$ cat config.mk
export PLATFORM = sky130hd
export DESIGN_NAME = bcd_to_bin_flat
export DESIGN_NICKNAME = d
export VERILOG_FILES = /design/src/rtl/bcd_to_bin_if.sv /design/src/rtl/bcd_to_bin.sv /design/src/flat_wrapper.sv
export SDC_FILE = /design/constraint.sdc
export NUM_CORES = 1
export LEC_CHECK = 0
export BUFFER_PORTS_ARGS = -buffer_cell sky130_fd_sc_hd__buf_2
export CAP_MARGIN = 20
export CORE_MARGIN = 4
export CORE_UTILIZATION = 35
export DETAILED_ROUTE_END_ITERATION = 12
export GPL_ROUTABILITY_DRIVEN = 1
export SKIP_CTS_REPAIR_TIMING = 1
export SYNTH_ARGS = -nofsm -noshare
export SYNTH_HDL_FRONTEND = slang
export SYNTH_SLANG_ARGS = --single-unit
export TNS_END_PERCENT = 20
$ cat constraint.sdc
create_clock -name clk -period 1.4 [get_ports clk]
set_input_delay 0 -clock clk [delete_from_list [all_inputs] [get_ports clk]]
set_output_delay 0 -clock clk [all_outputs]
set_load 0.01 [all_outputs]
$ cat src/rtl/bcd_to_bin_if.sv
// Handshake/data bundle between a BCD source and the bcd_to_bin converter.
// BCD2BIN_SIGN_EN adds the neg request bit.
interface bcd_to_bin_if #(
  parameter int DWIDTH = 8,
  parameter int DIGITS = 3
);
  logic                  start;
  logic [4*DIGITS-1:0]   bcd_in;
`ifdef BCD2BIN_SIGN_EN
  logic                  neg;
`endif
  logic                  busy;
  logic                  valid;
  logic [DWIDTH-1:0]     dout;
  logic                  ovf;
  logic                  err;

`ifdef BCD2BIN_SIGN_EN
  modport master (output start, bcd_in, neg, input busy, valid, dout, ovf, err);
  modport slave  (input start, bcd_in, neg, output busy, valid, dout, ovf, err);
`else
  modport master (output start, bcd_in, input busy, valid, dout, ovf, err);
  modport slave  (input start, bcd_in, output busy, valid, dout, ovf, err);
`endif
endinterface

$ cat src/rtl/bcd_to_bin.sv
// Sequential reverse double-dabble BCD-to-binary converter, one shift per clock.
// Optional signed result (neg request) when BCD2BIN_SIGN_EN is defined.
//
//   state  | meaning
//   IDLE   | waiting for start, bcd_in checked for digits > 9
//   CONV   | shifting {bcd, bin} right, BW iterations
//   DONE   | valid pulse, results already latched
module bcd_to_bin #(
  parameter int DWIDTH = 8,
  parameter int DIGITS = 3
) (
  input  logic        clk,
  input  logic        rst,
  bcd_to_bin_if.slave bus
);
  localparam int BW = $clog2(10**DIGITS);
  localparam int SW = 4*DIGITS + BW;
  localparam int CW = $clog2(BW+1);
  localparam int MW = ((BW > DWIDTH) ? BW : DWIDTH) + 1;

  localparam logic [1:0] S_IDLE = 2'd0;
  localparam logic [1:0] S_CONV = 2'd1;
  localparam logic [1:0] S_DONE = 2'd2;

  logic [1:0]        state_q, state_d;
  logic [CW-1:0]     cnt_q, cnt_d;
  logic [SW-1:0]     sr_q, sr_d;
  logic [DWIDTH-1:0] dout_q, dout_d;
  logic              ovf_q, ovf_d;
  logic              err_q, err_d;
`ifdef BCD2BIN_SIGN_EN
  logic              neg_q, neg_d;
  logic [MW-1:0]     lim;
  logic [MW-1:0]     neg_mag;
`endif

  logic              bad_digit;
  logic [SW-1:0]     shifted;
  logic [3:0]        nib;
  logic [MW-1:0]     mag;
  logic [DWIDTH-1:0] res_dout;
  logic              res_ovf;

  always_comb begin
    bad_digit = 1'b0;
    for (int i = 0; i < DIGITS; i++) begin
      if (bus.bcd_in[4*i +: 4] > 4'd9) bad_digit = 1'b1;
    end
  end

  // Correction is per nibble, no borrow propagates between digits.
  always_comb begin
    shifted = sr_q >> 1;
    nib     = 4'd0;
    for (int i = 0; i < DIGITS; i++) begin
      nib = shifted[BW+4*i +: 4];
      if (nib >= 4'd8) shifted[BW+4*i +: 4] = nib - 4'd3;
    end
  end

  always_comb begin
    mag = MW'(shifted[BW-1:0]);
`ifdef BCD2BIN_SIGN_EN
    lim      = MW'(1) << (DWIDTH-1);
    neg_mag  = -mag;
    res_dout = neg_q ? neg_mag[DWIDTH-1:0] : mag[DWIDTH-1:0];
    res_ovf  = neg_q ? (mag > lim) : (mag >= lim);
`else
    res_dout = mag[DWIDTH-1:0];
    res_ovf  = |(mag >> DWIDTH);
`endif
  end

  always_comb begin
    state_d = state_q;
    cnt_d   = cnt_q;
    sr_d    = sr_q;
    dout_d  = dout_q;
    ovf_d   = ovf_q;
    err_d   = err_q;
`ifdef BCD2BIN_SIGN_EN
    neg_d   = neg_q;
`endif
    case (state_q)
      S_IDLE: begin
        if (bus.start) begin
          if (bad_digit) begin
            state_d = S_DONE;
            err_d   = 1'b1;
            dout_d  = '0;
            ovf_d   = 1'b0;
          end else begin
            state_d = S_CONV;
            sr_d    = {bus.bcd_in, {BW{1'b0}}};
            cnt_d   = '0;
`ifdef BCD2BIN_SIGN_EN
            neg_d   = bus.neg;
`endif
          end
        end
      end
      S_CONV: begin
        sr_d  = shifted;
        cnt_d = cnt_q + 1'b1;
        if (cnt_q == CW'(BW-1)) begin
          state_d = S_DONE;
          cnt_d   = '0;
          dout_d  = res_dout;
          ovf_d   = res_ovf;
          err_d   = 1'b0;
        end
      end
      S_DONE:  state_d = S_IDLE;
      default: state_d = S_IDLE;
    endcase
  end

  always_ff @(posedge clk or posedge rst) begin
    if (rst) begin
      state_q <= S_IDLE;
      cnt_q   <= '0;
      sr_q    <= '0;
      dout_q  <= '0;
      ovf_q   <= 1'b0;
      err_q   <= 1'b0;
`ifdef BCD2BIN_SIGN_EN
      neg_q   <= 1'b0;
`endif
    end else begin
      state_q <= state_d;
      cnt_q   <= cnt_d;
      sr_q    <= sr_d;
      dout_q  <= dout_d;
      ovf_q   <= ovf_d;
      err_q   <= err_d;
`ifdef BCD2BIN_SIGN_EN
      neg_q   <= neg_d;
`endif
    end
  end

  assign bus.busy  = (state_q == S_CONV);
  assign bus.valid = (state_q == S_DONE);
  assign bus.dout  = dout_q;
  assign bus.ovf   = ovf_q;
  assign bus.err   = err_q;
endmodule

$ cat src/flat_wrapper.sv
// flat-port wrapper written by rule: the top's interface ports become plain ports
module bcd_to_bin_flat 
#(
  parameter int DWIDTH = 8,
  parameter int DIGITS = 3
)
  (clk, rst, bus_start, bus_bcd_in, bus_busy, bus_valid, bus_dout, bus_ovf, bus_err);
  bcd_to_bin_if #(.DWIDTH(DWIDTH), .DIGITS(DIGITS)) bus_i ();
  input  logic clk;
  input  logic rst;
  input wire logic [$bits(bus_i.start)-1:0] bus_start;
  input wire logic [$bits(bus_i.bcd_in)-1:0] bus_bcd_in;
  output wire logic [$bits(bus_i.busy)-1:0] bus_busy;
  output wire logic [$bits(bus_i.valid)-1:0] bus_valid;
  output wire logic [$bits(bus_i.dout)-1:0] bus_dout;
  output wire logic [$bits(bus_i.ovf)-1:0] bus_ovf;
  output wire logic [$bits(bus_i.err)-1:0] bus_err;
  assign bus_i.start = bus_start;
  assign bus_i.bcd_in = bus_bcd_in;
  assign bus_busy = bus_i.busy;
  assign bus_valid = bus_i.valid;
  assign bus_dout = bus_i.dout;
  assign bus_ovf = bus_i.ovf;
  assign bus_err = bus_i.err;
  bcd_to_bin #(.DWIDTH(DWIDTH), .DIGITS(DIGITS)) u_core (.clk(clk), .rst(rst), .bus(bus_i));
endmodule
==> reports/results.txt <==
Status = complete, but fails checks
Failing checks = hold timing
Antenna Nets Post-Route = 0
Via count = 1313
Synthesis-to-finish area growth = 31.6%
H-Tree Depth = 2
CTS max path bufs = 2
Die span in y = 78.7 um
Global-route wire length before repair = 6.18 mm
HP Class = in2reg
CP max stage cell = a311oi_4
Design Area, Final = 0.00230 mm2
Syn Nets = 180
Rel. slew slack = 67.7%
CP bufs+invs = 1
Met1 wire length = 1.77 mm
Worst path top cell family by delay = compound AO/OA/AOI/OAI gates
Nature of the critical path endpoint = flop
DRT Pass-1 Iters = 4
Yosys synthesis warning count = 0
Final Max Tran Viols = 0
Mean post-synth cell area = 11.0 um2
Yosys cell types = 28
Largest net degree at the start of global routing = 38
Clock root buffer = clkbuf_8
CTS Buf Count = 5
Vias in the first global route = 1321
Worst path arrival time = 1.56 ns
Hold_ws = -0.0196 ns
Final setup viols = 0
Period utilization = 98.6%
Critical path, cell by cell = buf_4 > a311oi_4 > nor2_4 > a22o_1
CP startpoint kind = flop
Worst-Margin Slew = 0.482 ns
Die Span X = 78.7 um
# Max-Cap Violations = 0
Antenna diodes = 0
Comb pwr share = 39.3%
Synth Cell Area = 0.00175 mm2
Endpoints failing hold = 5
Yosys reg bits = 37
Site row count = 25
Setup TNS = 0 ns
Skew-Pair Late Insertion Delay = 0.29 ns
R2R setup slack = 0.02 ns
Minimum clock period = 1.38 ns
Gr usage total = 12.7%
Inst Count DP = 264
Pwr Density = 1890 mW/mm2
HPWL Detailed = 2.57 mm
Wire length per cell = 13.2 um
Fillers = 439
GPL Wtd Cong = 0.816
Area after DPL = 0.00206 mm2
Top Ports = 27
Worst Slack Setup Final = 0.0196 ns
Fmax = 724 MHz
Seq/Total Area, Yosys = 52.9%
WL met2 = 1.74 mm
Psw = 1.56 mW
Fin cells = 277
PortBufs = 26
Sw Share = 35.7%
Clk_skew = 0.00535 ns
CTS tree = built
Gr ovfl total = 0
Worst vdd ir = 0.825 mV
Drt drc = 0
Clk pwr share = 21.4%
Critical path peak fanout = 5
Fin nets = 230
Die ar. = 0.00619 mm2
Initial DRC Count = 87
Sequential Power Share = 39.3%
CTS clk-pin slew, worst paths = 0.08 ns
Data required time of the worst path = 1.58 ns
Core ar. = 0.00479 mm2
LEAKAGE = 1.11 nW
Overall power = 4.36 mW
Initial antenna violation count = 0
CP Class = reg2reg
Max incr delay on CP = 0.42 ns
Top sig layer = met4
Worst slack at placement = -0.00494 ns
Vias/cell = 4.74
DR WL met3 = 124 um
Int Pwr = 2.80 mW
Initial core utilization = 36.5%
Share of cells above drive strength 1 = 33.8%
RSZ-0062 raised after global routing = true
Clock sink count = 37
Final WL = 3.67 mm
Mapped Cells = 159
-- state kept, by name, indices dropped and copies added, names as in the netlist --
register         flops
u_core.bus.dout      8
u_core.bus.err       1
u_core.bus.ovf       1
u_core.cnt_q         4
u_core.sr_q         21
u_core.state_q       2
-- layer usage --
metal / up-vias / GRT usage (%)
met5: - / 0
met4: 0 / 4.20
met3: 4 / 3.40
met2: 20 / 19.9
met1: 627 / 17.0
li1: 662 / -
-- cell families after synthesis --
kind of cell | count (synthesis) | synth area share (%)
AO/OA/AOI/OAI | 50 | 20.3
buffers and inverters | 16 | 5.65
adder cells (fa/ha/maj) | 6 | 4.29
AND/OR/NAND/NOR | 38 | 10.3
XOR/XNOR | 5 | 2.50
flip-flops | 37 | 52.9
multiplexers | 7 | 4.01
-- stage by stage --
stage / util, % / hold WS [ns]
after detailed placement: 43.0 / 0.138
after CTS: 45.4 / -0.178
after global routing: 48.1 / 0.00302
after global placement: 43.0 / 0.133
after floorplan: - / 0.127
final: 48.1 / -0.0196
-- final cells by class --
type	instances	area, um2	area share (%)
inverter	8	32.5	1.41
multi-input combinational	107	788	34.2
sequential	37	926	40.2
tap	67	83.8	3.64
clock inverter	3	46.3	2.01
clock buffer	5	68.8	2.99
timing repair buffer	50	357	15.5
-- power by group through the flow --
stage	combinational [mW]	sequential, mW	clock (mW)
after floorplan	1.11	1.66	0
after global placement	1.50	1.72	0
after detailed placement	1.52	1.72	0
after CTS	1.53	1.70	0.956
after global routing	1.93	1.76	0.996
final	1.71	1.71	0.932
-- cell usage after synthesis --
master    number  area share [%]
a211oi_1       2            0.86
a21oi_1        6             1.7
a22o_1        17             8.5
a311oi_2       1            0.86
a31oi_1        3             1.1
a41oi_4        1             1.6
and2_1         2            0.72
buf_2          1            0.29
buf_4          4             1.7
buf_6          3             1.9
dfrtp_1       37              53
ha_1           6             4.3
inv_1          7             1.5
inv_2          1            0.21
mux2i_1        7             4.0
nand2_1       16             3.4
nand2b_1       4             1.4
nand3_1        1            0.29
nand3b_1       1            0.43
nand4_1        1            0.36
nor2_1         9             1.9
nor2_2         1            0.36
nor2_4         1            0.64
nor2b_1        2            0.72
o21ai_0        8             2.3
o21ai_1       12             3.4
xnor2_1        4             2.0
xor2_1         1            0.50
-- cell usage in the layout, fill, tap and decap left out, drive strengths merged, types with 2 or more instances in the layout --
master	netlist	final
nand2b	4	4
a211oi	2	2
nand2	16	16
buf	8	47
a31oi	3	3
a22o	17	17
o21ai	20	20
a21oi	6	6
nor2	11	12
xnor2	4	4
mux2i	7	7
dlygate4sd3	0	3
nor2b	2	2
dfrtp	37	37
clkbuf	0	5
ha	6	6
and2	2	2
inv	8	8
-- worst paths after layout --
check                                              start                        endpoint  cells past startpoint
min                                        bus_bcd_in[8]     u_core.sr_q[18]$_DFFE_PP0P_                      3
min in group asynchronous                            rst     u_core.sr_q[10]$_DFFE_PP0P_                      4
max reg2reg                u_core.state_q[0]$_DFFE_PP0P_  u_core.bus.dout[7]$_DFFE_PP0P_                      4
max in group asynchronous                            rst      u_core.sr_q[2]$_DFFE_PP0P_                      4
min reg2reg                  u_core.sr_q[20]$_DFFE_PP0P_     u_core.sr_q[20]$_DFFE_PP0P_                      2
max                        u_core.state_q[0]$_DFFE_PP0P_  u_core.bus.dout[7]$_DFFE_PP0P_                      4
-- tightest hold or removal path, stage by stage --
cell and delay [ns]:
buf_2 0.08, mux2i_1 0.05, o21ai_1 0.10
(Power assumes the default switching activity.)
